`config.mk`:
```
export PLATFORM = sky130hd
export DESIGN_NAME = codec_sample_fifo
export DESIGN_NICKNAME = d
export VERILOG_FILES = /design/src/rtl/codec_sample_fifo_pkg.sv /design/src/rtl/codec_sample_fifo_ram.sv /design/src/rtl/codec_sample_fifo.sv
export SDC_FILE = /design/constraint.sdc
export NUM_CORES = 1
export LEC_CHECK = 0
export ABC_AREA = 1
export CORE_ASPECT_RATIO = 0.6
export CORE_MARGIN = 2
export CORE_UTILIZATION = 55
export CTS_BUF_LIST = sky130_fd_sc_hd__clkbuf_2 sky130_fd_sc_hd__clkbuf_4 sky130_fd_sc_hd__clkbuf_8
export CTS_CLUSTER_DIAMETER = 120
export DETAILED_ROUTE_END_ITERATION = 8
export PLACE_DENSITY = 0.71
export SYNTH_ARGS = -nofsm -noshare
export SYNTH_HDL_FRONTEND = slang
export SYNTH_HIERARCHICAL = 1
export SYNTH_SLANG_ARGS = --single-unit
```
`constraint.sdc`:
```
create_clock -name clk -period 3.1 [get_ports clk]
set_clock_uncertainty 0.2 [all_clocks]
set_input_delay 0.465 -clock clk [delete_from_list [all_inputs] [get_ports clk]]
set_output_delay 0.465 -clock clk [all_outputs]
set_load 0.05 [all_outputs]
```
`src/rtl/codec_sample_fifo_pkg.sv`:
```
// Shared definitions for the codec sample FIFO: sample width, state encoding and defaults.
package codec_sample_fifo_pkg;

  localparam int SAMPLE_WIDTH     = 16;
  localparam int FIFO_ADDR_BITS   = 3;
  localparam int FIFO_PRIME_LEVEL = 4;

  // FILL waits for enough samples to absorb jitter; RUN releases one sample per frame.
  typedef enum logic {
    FIFO_FILL = 1'b0,
    FIFO_RUN  = 1'b1
  } fifo_state_e;

endpackage

```
`src/rtl/codec_sample_fifo_ram.sv`:
```
// Sample storage for the codec FIFO: one synchronous write port, one asynchronous read port.
// Contents are not reset; only the pointers in the parent decide what is valid.
module codec_sample_fifo_ram #(
  parameter int WIDTH     = 16,
  parameter int ADDR_BITS = 3
) (
  input  logic                 clk,
  input  logic                 we,
  input  logic [ADDR_BITS-1:0] waddr,
  input  logic [WIDTH-1:0]     wdata,
  input  logic [ADDR_BITS-1:0] raddr,
  output logic [WIDTH-1:0]     rdata
);

  localparam int DEPTH = 1 << ADDR_BITS;

  logic [WIDTH-1:0] r_mem [DEPTH];

  // Store the incoming sample at the write address when a write is accepted.
  always_ff @(posedge clk) begin
    if (we) begin
      r_mem[waddr] <= wdata;
    end
  end

  assign rdata = r_mem[raddr];

endmodule

```
`src/rtl/codec_sample_fifo.sv`:
```
// Elastic buffer between the echo stage and the codec. Samples enter on in_ready, leave
// attenuated on new_frame; an empty pop in RUN holds the last sample and re-primes.
module codec_sample_fifo
  import codec_sample_fifo_pkg::*;
#(
  parameter int WIDTH       = SAMPLE_WIDTH,
  parameter int ADDR_BITS   = FIFO_ADDR_BITS,
  parameter int PRIME_LEVEL = FIFO_PRIME_LEVEL
) (
  input  logic                 clk,
  input  logic                 reset,
  input  logic [WIDTH-1:0]     sample_in,
  input  logic                 in_ready,
  input  logic                 new_frame,
  input  logic [2:0]           vol,
  input  logic                 clear_flags,
  output logic [WIDTH-1:0]     sample_out,
  output logic                 sample_valid,
  output logic [ADDR_BITS:0]   fill_level,
  output logic                 underflow,
  output logic                 overflow
);

  localparam int                 CW        = ADDR_BITS + 1;
  localparam int                 DEPTH     = 1 << ADDR_BITS;
  localparam logic [ADDR_BITS:0] DEPTH_CNT = CW'(DEPTH);
  localparam logic [ADDR_BITS:0] PRIME_CNT = CW'(PRIME_LEVEL);

  fifo_state_e              r_state;
  fifo_state_e              w_nextState;
  logic [ADDR_BITS:0]       r_count;
  logic [ADDR_BITS-1:0]     r_wrPtr;
  logic [ADDR_BITS-1:0]     r_rdPtr;
  logic [WIDTH-1:0]         r_sampleOut;
  logic                     r_sampleValid;
  logic                     r_underflow;
  logic                     r_overflow;

  logic                     w_full;
  logic                     w_empty;
  logic                     w_pop;
  logic                     w_write;
  logic                     w_underflowEvt;
  logic                     w_overflowEvt;
  logic [WIDTH-1:0]         w_head;
  logic signed [WIDTH-1:0]  w_headSigned;
  logic signed [WIDTH-1:0]  w_attenuated;

  assign w_full       = (r_count == DEPTH_CNT);
  assign w_empty      = (r_count == '0);
  assign w_headSigned = w_head;
  assign w_attenuated = w_headSigned >>> vol;

  codec_sample_fifo_ram #(
    .WIDTH     (WIDTH),
    .ADDR_BITS (ADDR_BITS)
  ) u_ram (
    .clk   (clk),
    .we    (w_write),
    .waddr (r_wrPtr),
    .wdata (sample_in),
    .raddr (r_rdPtr),
    .rdata (w_head)
  );

  // State register; FILL on reset so the codec never sees an unprimed buffer.
  always_ff @(posedge clk or posedge reset) begin
    if (reset) begin
      r_state <= FIFO_FILL;
    end else begin
      r_state <= w_nextState;
    end
  end

  // Decode pops, writes and error events, and pick the next state from the registered count.
  always_comb begin
    w_nextState    = r_state;
    w_pop          = 1'b0;
    w_underflowEvt = 1'b0;
    unique case (r_state)
      FIFO_FILL: begin
        if (r_count >= PRIME_CNT) begin
          w_nextState = FIFO_RUN;
        end
      end
      FIFO_RUN: begin
        if (new_frame && !w_empty) begin
          w_pop = 1'b1;
        end else if (new_frame && w_empty) begin
          w_underflowEvt = 1'b1;
          w_nextState    = FIFO_FILL;
        end
      end
      default: w_nextState = FIFO_FILL;
    endcase
    // A pop in the same cycle frees the slot, so a write into a full buffer still lands.
    w_write       = in_ready && (!w_full || w_pop);
    w_overflowEvt = in_ready && w_full && !w_pop;
  end

  // Pointers and occupancy counter; pointers wrap naturally at the power-of-two depth.
  always_ff @(posedge clk or posedge reset) begin
    if (reset) begin
      r_wrPtr <= '0;
      r_rdPtr <= '0;
      r_count <= '0;
    end else begin
      if (w_write) begin
        r_wrPtr <= r_wrPtr + 1'b1;
      end
      if (w_pop) begin
        r_rdPtr <= r_rdPtr + 1'b1;
      end
      if (w_write && !w_pop) begin
        r_count <= r_count + 1'b1;
      end else if (!w_write && w_pop) begin
        r_count <= r_count - 1'b1;
      end
    end
  end

  // Codec-side outputs: every frame request gets a valid pulse, only a real pop changes the value.
  always_ff @(posedge clk or posedge reset) begin
    if (reset) begin
      r_sampleOut   <= '0;
      r_sampleValid <= 1'b0;
    end else begin
      r_sampleValid <= new_frame;
      if (w_pop) begin
        r_sampleOut <= w_attenuated;
      end
    end
  end

  // Sticky error flags; a new event outranks a simultaneous clear.
  always_ff @(posedge clk or posedge reset) begin
    if (reset) begin
      r_underflow <= 1'b0;
      r_overflow  <= 1'b0;
    end else begin
      if (w_underflowEvt) begin
        r_underflow <= 1'b1;
      end else if (clear_flags) begin
        r_underflow <= 1'b0;
      end
      if (w_overflowEvt) begin
        r_overflow <= 1'b1;
      end else if (clear_flags) begin
        r_overflow <= 1'b0;
      end
    end
  end

  assign sample_out   = r_sampleOut;
  assign sample_valid = r_sampleValid;
  assign fill_level   = r_count;
  assign underflow    = r_underflow;
  assign overflow     = r_overflow;

endmodule

```
==> results of run 1 <==
[registers in the layout (all words and copies together) (netlist names)]
name and cells:
u_ram/r_mem 128, sample_out 16, underflow 1, sample_valid 1, r_rdPtr 3, r_state 1, r_wrPtr 3, overflow 1
fill_level 4
[layout make-up]
type	instances	share of cell area (%)
clock buffers	17	2.77
clock inverters	15	1.81
inverters	149	6.62
multi-input cells	483	24.8
flip-flops and latches	158	54.4
well taps	170	2.52
repair buffers	64	7.05
[routing by layer]
layer | vias to the layer above | share of wire [%] | GRT usage [%]
met5 | - | 0 | 0
met4 | 0 | 1.6 | 7.41
met3 | 31 | 7.4 | 5.78
met2 | 203 | 44 | 36.2
met1 | 2534 | 47 | 34.0
li1 | 2675 | - | -
[power groups by stage]
stage / clock network [mW] / registers, mW / logic (mW)
after floorplan: 0 / 3.42 / 2.17
after global routing: 1.60 / 2.97 / 4.01
final: 1.49 / 2.93 / 3.60
after global placement: 0 / 2.95 / 3.45
after CTS: 1.51 / 2.93 / 3.58
after detailed placement: 0 / 2.98 / 3.56
[critical path: cells and delay by family (launching register included)]
| kind | cells | cell delay [ps] |
|---|---|---|
| fa+ha+maj | 2 | 500 |
| buf+inv | 2 | 230 |
| flops | 1 | 490 |
| simple gates | 9 | 1110 |
[metrics by stage]
| stage | cell area [µm²] | worst slack (ps) | cells | power [mW] |
|---|---|---|---|---|
| detailed placement | 8060 | 133 | 1024 | 6.53 |
| CTS | 8450 | 500 | 1056 | 8.02 |
| global route | 8450 | 306 | 1056 | 8.59 |
| finish | 8450 | 497 | 1056 | 8.02 |
| global placement | 8060 | 237 | 1024 | 6.40 |
| floorplan | 7490 | 498 | 822 | 5.59 |
[cells in the final DEF, fill, tap and decap left out, types with 4 or more instances in the layout]
master	synthesis	routed
sky130_fd_sc_hd__edfxtp_1	128	128
sky130_fd_sc_hd__xnor2_1	5	5
sky130_fd_sc_hd__ha_1	5	5
sky130_fd_sc_hd__clkdlybuf4s50_1	0	46
sky130_fd_sc_hd__a21oi_1	4	4
sky130_fd_sc_hd__buf_4	8	18
sky130_fd_sc_hd__inv_1	146	146
sky130_fd_sc_hd__clkbuf_8	0	17
sky130_fd_sc_hd__nand2_1	326	326
sky130_fd_sc_hd__nand3_1	116	116
sky130_fd_sc_hd__nor2_1	14	14
sky130_fd_sc_hd__dfrtp_1	30	29
sky130_fd_sc_hd__inv_6	0	4
[kinds of logic (layout without fill, tap and decap cells)]
logic type,Yosys count,in the layout,synth area share (%)
DFF,158,158,61.3
buffers and inverters,181,245,10.7
xor gates and xnor gates,7,7,0.818
adders and majority gates,6,6,1.10
AOI/OAI and AO/OA,9,9,0.785
and+or+nand+nor,461,461,25.3
[final timing paths]
check | end | slack (ps) | startpoint
worst max register to register | fill_level[3] | 500 | fill_level[0]
min in group clk | sample_out[3] | 290 | sample_out[3]
worst max-delay path | fill_level[3] | 500 | fill_level[0]
worst min-delay path | sample_out[0] | 190 | reset
max in group asynchronous | r_rdPtr[0] | 2200 | reset
worst min register to register | sample_out[3] | 290 | sample_out[3]
==> summary.md, run 1 <==
TritonCTS built the clock tree. The die outline height was 94.4 µm. Sequential cells were found to cover 61.3% of the synthesized design area. The post-route worst hold slack was 194 ps; the final antenna diode count was 0. The run finished with clean final reports. A synthesized cell averages 9.12 µm².

In the synthesized netlist, the cells that appear most often are 326 x sky130_fd_sc_hd__nand2_1, 146 x sky130_fd_sc_hd__inv_1, 128 x sky130_fd_sc_hd__edfxtp_1. The die covers 14600 µm². The worst pin sits at a relative slew slack of 52.0%. The post-synth net total came out at 852. The clock tree buffer depth is 2. The run gives 4.49 mW as the design internal power. Across the run, the number of max-cap violations was 0. The run gives 384 MHz as the maximum clock rate. The switching power as a share of total power works out to 44.0%. The largest total area in the synthesized netlist belongs to sky130_fd_sc_hd__edfxtp_1.

In this run the worst path has a maximum fanout of 5. The initial antenna violation count is 0. The synthesized netlist cell count was 822. Sequential cells account for 36.6% of the total power.

Setup repair after global routing left no endpoint under its margin. After clock tree synthesis, the repair step resized 0 gates. Once detailed placement completed, the half-perimeter wirelength came to 10.5 mm.

Counting every sink on the clock net gives 158. Per report_power, the clock group accounts for 18.6% of the total. Number of filler instances in the final layout: 1067.

The tools report the effective utilization at floorplan as 57.4%. For the pin with the worst max-slew slack, the measured transition is 720 ps. Dividing total power by cell area gives a power density of 949 nW/µm². Summing every instance area after synthesis gives 7490 µm².

Buffers added to address setup during post-CTS repair amount to 0. The floorplan row count was 32. The final setup violation count is 0, and the area growth from synthesis to layout is 12.7%. STA classifies the critical path endpoint as a flip-flop. The via count came out at 5443. The signal on the critical path passes through nor2_4, nand4_1, nand2_1, inv_1, ha_1, inv_1, ha_1, or2_2, nand2_1, nand2_1, nand2_1, nand2_1, nand2_1. For this run, the detailed router's first-pass iteration total came to 5. In the routed design, unresolved DRC markers number 0.

The total overflow left after global routing is 0. The number of nets in the layout came out at 903. The number of input and output port buffers inserted was 46.

Summed over its instances, the top area cell type makes up 51.3% of the synthesized netlist area. Subtracting the final worst setup slack from the clock period gives 2600 ps. The run gives 47 as the I/O pin count. The worst hold path belongs to the class in -> async. The data arrival time of the worst path was 2790 ps; the combined area of the multi-input logic cells was 2100 µm². The run gives 23.7% as the overall global routing resource usage.

For the worst flop-to-flop path, the logic depth is 13. The tree is rooted in a sky130_fd_sc_hd__clkbuf_8. Registers take 4600 µm². The largest vdd supply drop is 0.359 mV, and the number of distinct standard cells referenced by the synthesized netlist is 24. The worst path uses 84.0% of the clock period. The number of synthesized flops with an enable pin works out to 128. The post-route netlist has 6.66% of its cells at a drive strength greater than 1. The routed via count divided by cell count was 5.15; the setup TNS after final layout was 0 ps. The logs give 0 for the final number of hold-violating endpoints and 4 for the H-tree depth reported by CTS. The most repeated library cell on the critical path was sky130_fd_sc_hd__nand2_1.

The number of hold buffers added after CTS was 0. Summed over all layers, the routed wires come to 16.0 mm. The run gives 67 as the pin count of the biggest net entering global routing.

Among all cell types in the netlist, the one instantiated most often is sky130_fd_sc_hd__nand2_1. After detailed routing, the average wire length per cell comes to 15.2 µm. The delay of the slowest cell on the worst path came out at 490 ps. Wire length of the first global-routing pass: 26.2 mm. The startpoint type of the worst setup path is a flip-flop. For the placer's final routability congestion estimate, the log shows 0.851.

The critical path is of the reg -> reg type. The number of buffers inserted during clock tree synthesis is 17. The clock reaches the later pin of the worst-skew pair after 450 ps. The async set-reset flop share out of synthesis is 19.0%. The logs give 3.53 mW for the switching power and 44.9% for the power share of the combinational group. In this run, the number of DRC markers left after iteration 0 of detailed routing was 371.

The Yosys step of the flow raised 6 warnings. For the area of the placeable core, the log shows 13100 µm². Among all flip-flop cells after synthesis, the most frequent one is sky130_fd_sc_hd__edfxtp_1. The tools report the number of nets with antenna violations after routing as 0. Among all stages on the critical path, the largest delay is contributed by sky130_fd_sc_hd__dfrtp_1. Yosys attributes the largest share of cell area to sky130_fd_sc_hd__edfxtp_1 51%, sky130_fd_sc_hd__nand2_1 16%, sky130_fd_sc_hd__dfrtp_1 10%. For the worst setup path, the data required time is 3290 ps. The core occupancy in the finished layout was 64.7%; the max-slew violation count was 0.

After clock tree synthesis, the clock-pin slew on the worst setup and hold paths is 100 ps. In this run, synthesis produced a sequential element count of 158. Summed over all cells, the static leakage comes to 3.99 nW. Via count of the first global-routing pass: 5118. The x dimension of the die came out at 155 µm.
No activity file was read; power rests on OpenSTA's default activity.
==> run 2, diff against run 1 <==
Settings changed: PLACE_DENSITY 0.71 to 0.74.
Clock period 3.1 ns to 2.33 ns, I/O delays scaled along.
==> summary.md, run 2 (synthesis results as in run 1) <==
In the global route stage, overall resource usage came out at 23.7%. Measured against its own limit, the worst slew margin works out to 56.4%. STA classifies the critical path endpoint as an output pin. The register with the most flip-flops in the layout has 128 of them.

Buffers inserted to repair hold after CTS numbered 0. The flow ran to the end, and the final reports show no timing, DRC or antenna violations. Final number of hold-violating endpoints: 0. TritonCTS built the clock tree. The area growth from synthesis to layout is 16.7%, and the leakage component of the power is 4.13 nW. The count of nets left with antenna violations once routing finished came out at 0.

Global-route layer with the greatest usage: met2. The worst setup path is of the reg -> out kind. For the internal reg-to-reg setup slack, the log shows 140 ps. Counting every sink on the clock net gives 158.

For this run, the post-layout net count is 924. The maximum clock rate came out at 445 MHz. The library cell used most frequently in the layout, excluding fill and tap cells, is sky130_fd_sc_hd__nand2_1.

For this configuration, the core starts out at a cell density of 57.4%. The tightest min-delay check is of the in -> async type. The routed via count divided by cell count was 5.15; the max-capacitance violation count was 0. STA classifies the critical path startpoint as a flip-flop. Buffer and inverter count on the worst path: 1.

Once placement completed, the tool counted placed cells totaling 1040. Walking the worst path, the cells encountered are clkdlybuf4s50_1. Setup repair after global routing left no endpoint under its margin. The clock passes through at most 2 buffers. For the worst setup path, the data required time is 1780 ps. The H-tree depth reported by CTS came out at 4. Broken down by cell family, the worst path's largest delay share belongs to buffers and inverters.

For the floorplan row count, the log shows 32. Entering global routing, the biggest net connects 65 pins. The via count was 5544; the largest vdd supply drop was 0.642 mV. After detailed routing, the number of remaining DRC violations is 0.

TritonCTS created 17 clock buffers. After the first detailed-routing iteration, the DRC count stood at 493. For this run, the share of the core covered by cells in the final layout is 67.0%. The routed length per instance was 15.2 µm; the placer's final routability congestion estimate was 0.860. The global routing met1 resource utilization is 32.3%. The routing usage on met3 was 5.60%; the global-route track usage on met2 was 38.6%. The number of antenna diodes in the final layout is 0. The final clock period utilization by the worst path is 96.5%. The die outline height was 94.4 µm. In this run the count of I/O pins placed on the die edge is 47. For this run, the detailed router's first-pass iteration total came to 5.

For the final routed database, the setup TNS stands at 0 ps. For the worst-skew pair, the clock arrives at the later sink with an insertion delay of 430 ps. The initial antenna violation count came out at 0.

The areal power density over the cells is 1280 nW/µm². The x dimension of the die is 155 µm, and the proportion of layout cells with a drive suffix above 1 is 10.1%. The tools report the total wire length after detailed routing as 16.3 mm. Cell at the root of the clock tree: sky130_fd_sc_hd__clkbuf_8. The routed design could run at a clock period as short as 2250 ps. The area of the placeable core was 13100 µm².

The total overflow left after global routing is 0. In this run the worst path has a maximum fanout of 5. Setup violations remaining at the end of the flow were counted as 0. In the layout the commonest cells are 325 x sky130_fd_sc_hd__nand2_1, 144 x sky130_fd_sc_hd__inv_1, 128 x sky130_fd_sc_hd__edfxtp_1. Hold timing on the final database bottoms out at a slack of 89.5 ps.

On the critical path, the stage with the largest delay is an instance of sky130_fd_sc_hd__clkdlybuf4s50_1. The run gives 5355 as the via count of the first global-routing pass. On the worst path, the slowest cell contributes a delay of 830 ps. The total die area is 14600 µm², and the register clock-pin slew on the reported worst setup and hold paths is 90 ps. The number of input and output port buffers inserted is 46, and the data arrival time of the worst path is 1700 ps. The first global-routing pass estimated 26.6 mm of wire.

The max-slew violation count came out at 0. The run gives 10.9 mm as the HPWL after detailed placement. After the flow finishes, the layout carries non-filler instances totaling 1077.

The register with the most flip-flops in the final layout is u_ram/r_mem. The actual slew at the worst max-slew pin works out to 653 ps. After layout, the design draws a total of 11.2 mW.
-- run 2: changes by cell type in the layout (fill, tap and decap cells not counted), moves of 2 or more --
cell | previous run | this run
sky130_fd_sc_hd__buf_4 | 18 | 34
sky130_fd_sc_hd__buf_12 | 0 | 5
sky130_fd_sc_hd__dfrtp_1 | 29 | 25
sky130_fd_sc_hd__dfrtp_2 | 1 | 5
sky130_fd_sc_hd__nor2_1 | 14 | 10
sky130_fd_sc_hd__bufinv_16 | 1 | 4
sky130_fd_sc_hd__inv_6 | 4 | 1
sky130_fd_sc_hd__inv_8 | 3 | 0
sky130_fd_sc_hd__nor2_2 | 1 | 4
sky130_fd_sc_hd__clkinv_2 | 1 | 3
sky130_fd_sc_hd__inv_1 | 146 | 144
sky130_fd_sc_hd__inv_2 | 3 | 5
-- run 2: final cells by class --
type	count	area, µm²
multi-input combinational	483	2120
clock buffer	18	241
timing repair buffer	85	816
tap	170	213
fill	1010	4310
inverter	149	559
sequential	158	4600
clock inverter	14	191
-- run 2: timing repair --
| action | 4_1_cts | 5_1_grt |
|---|---|---|
| resized for setup | 0 | 1 |
| buffers inserted | 0 | 5 |
| setup endpoints to repair | 0 | 1 |
-- run 2: metrics by stage --
| step | worst slack [ps] | area (µm²) |
|---|---|---|
| floorplan | -45.5 | 7520 |
| global placement | -187 | 8270 |
| detailed placement | -273 | 8270 |
| CTS | 5.58 | 8700 |
| global route | 15.6 | 8740 |
| finish | 81.7 | 8740 |
-- run 2: report_power, final --
group / switching, mW / leakage (nW) / total (mW) / internal (mW)
sequential: 0.268 / 1.52 / 3.91 / 3.64
clock: 1.00 / 0.208 / 2.18 / 1.18
combinational: 3.40 / 2.40 / 5.09 / 1.69
total: 4.67 / 4.13 / 11.2 / 6.51
-- run 2: final timing paths --
path | cells after the start | start | to
min reg2reg | 2 | sample_out[4] | sample_out[4]
max in group asynchronous | 3 | reset | r_rdPtr[0]
min | 3 | reset | sample_out[1]
max reg2reg | 14 | fill_level[2] | fill_level[3]
min in group clk | 2 | sample_out[4] | sample_out[4]
max | 1 | fill_level[3] | fill_level[3]
-- run 2: routing by layer --
layer | vias up | share of wire (%) | wire, µm
li1 | 2712 | - | -
met1 | 2631 | 46 | 7570
met2 | 179 | 46 | 7470
met3 | 22 | 6.5 | 1060
met4 | 0 | 1.4 | 233
met5 | - | 0 | 0
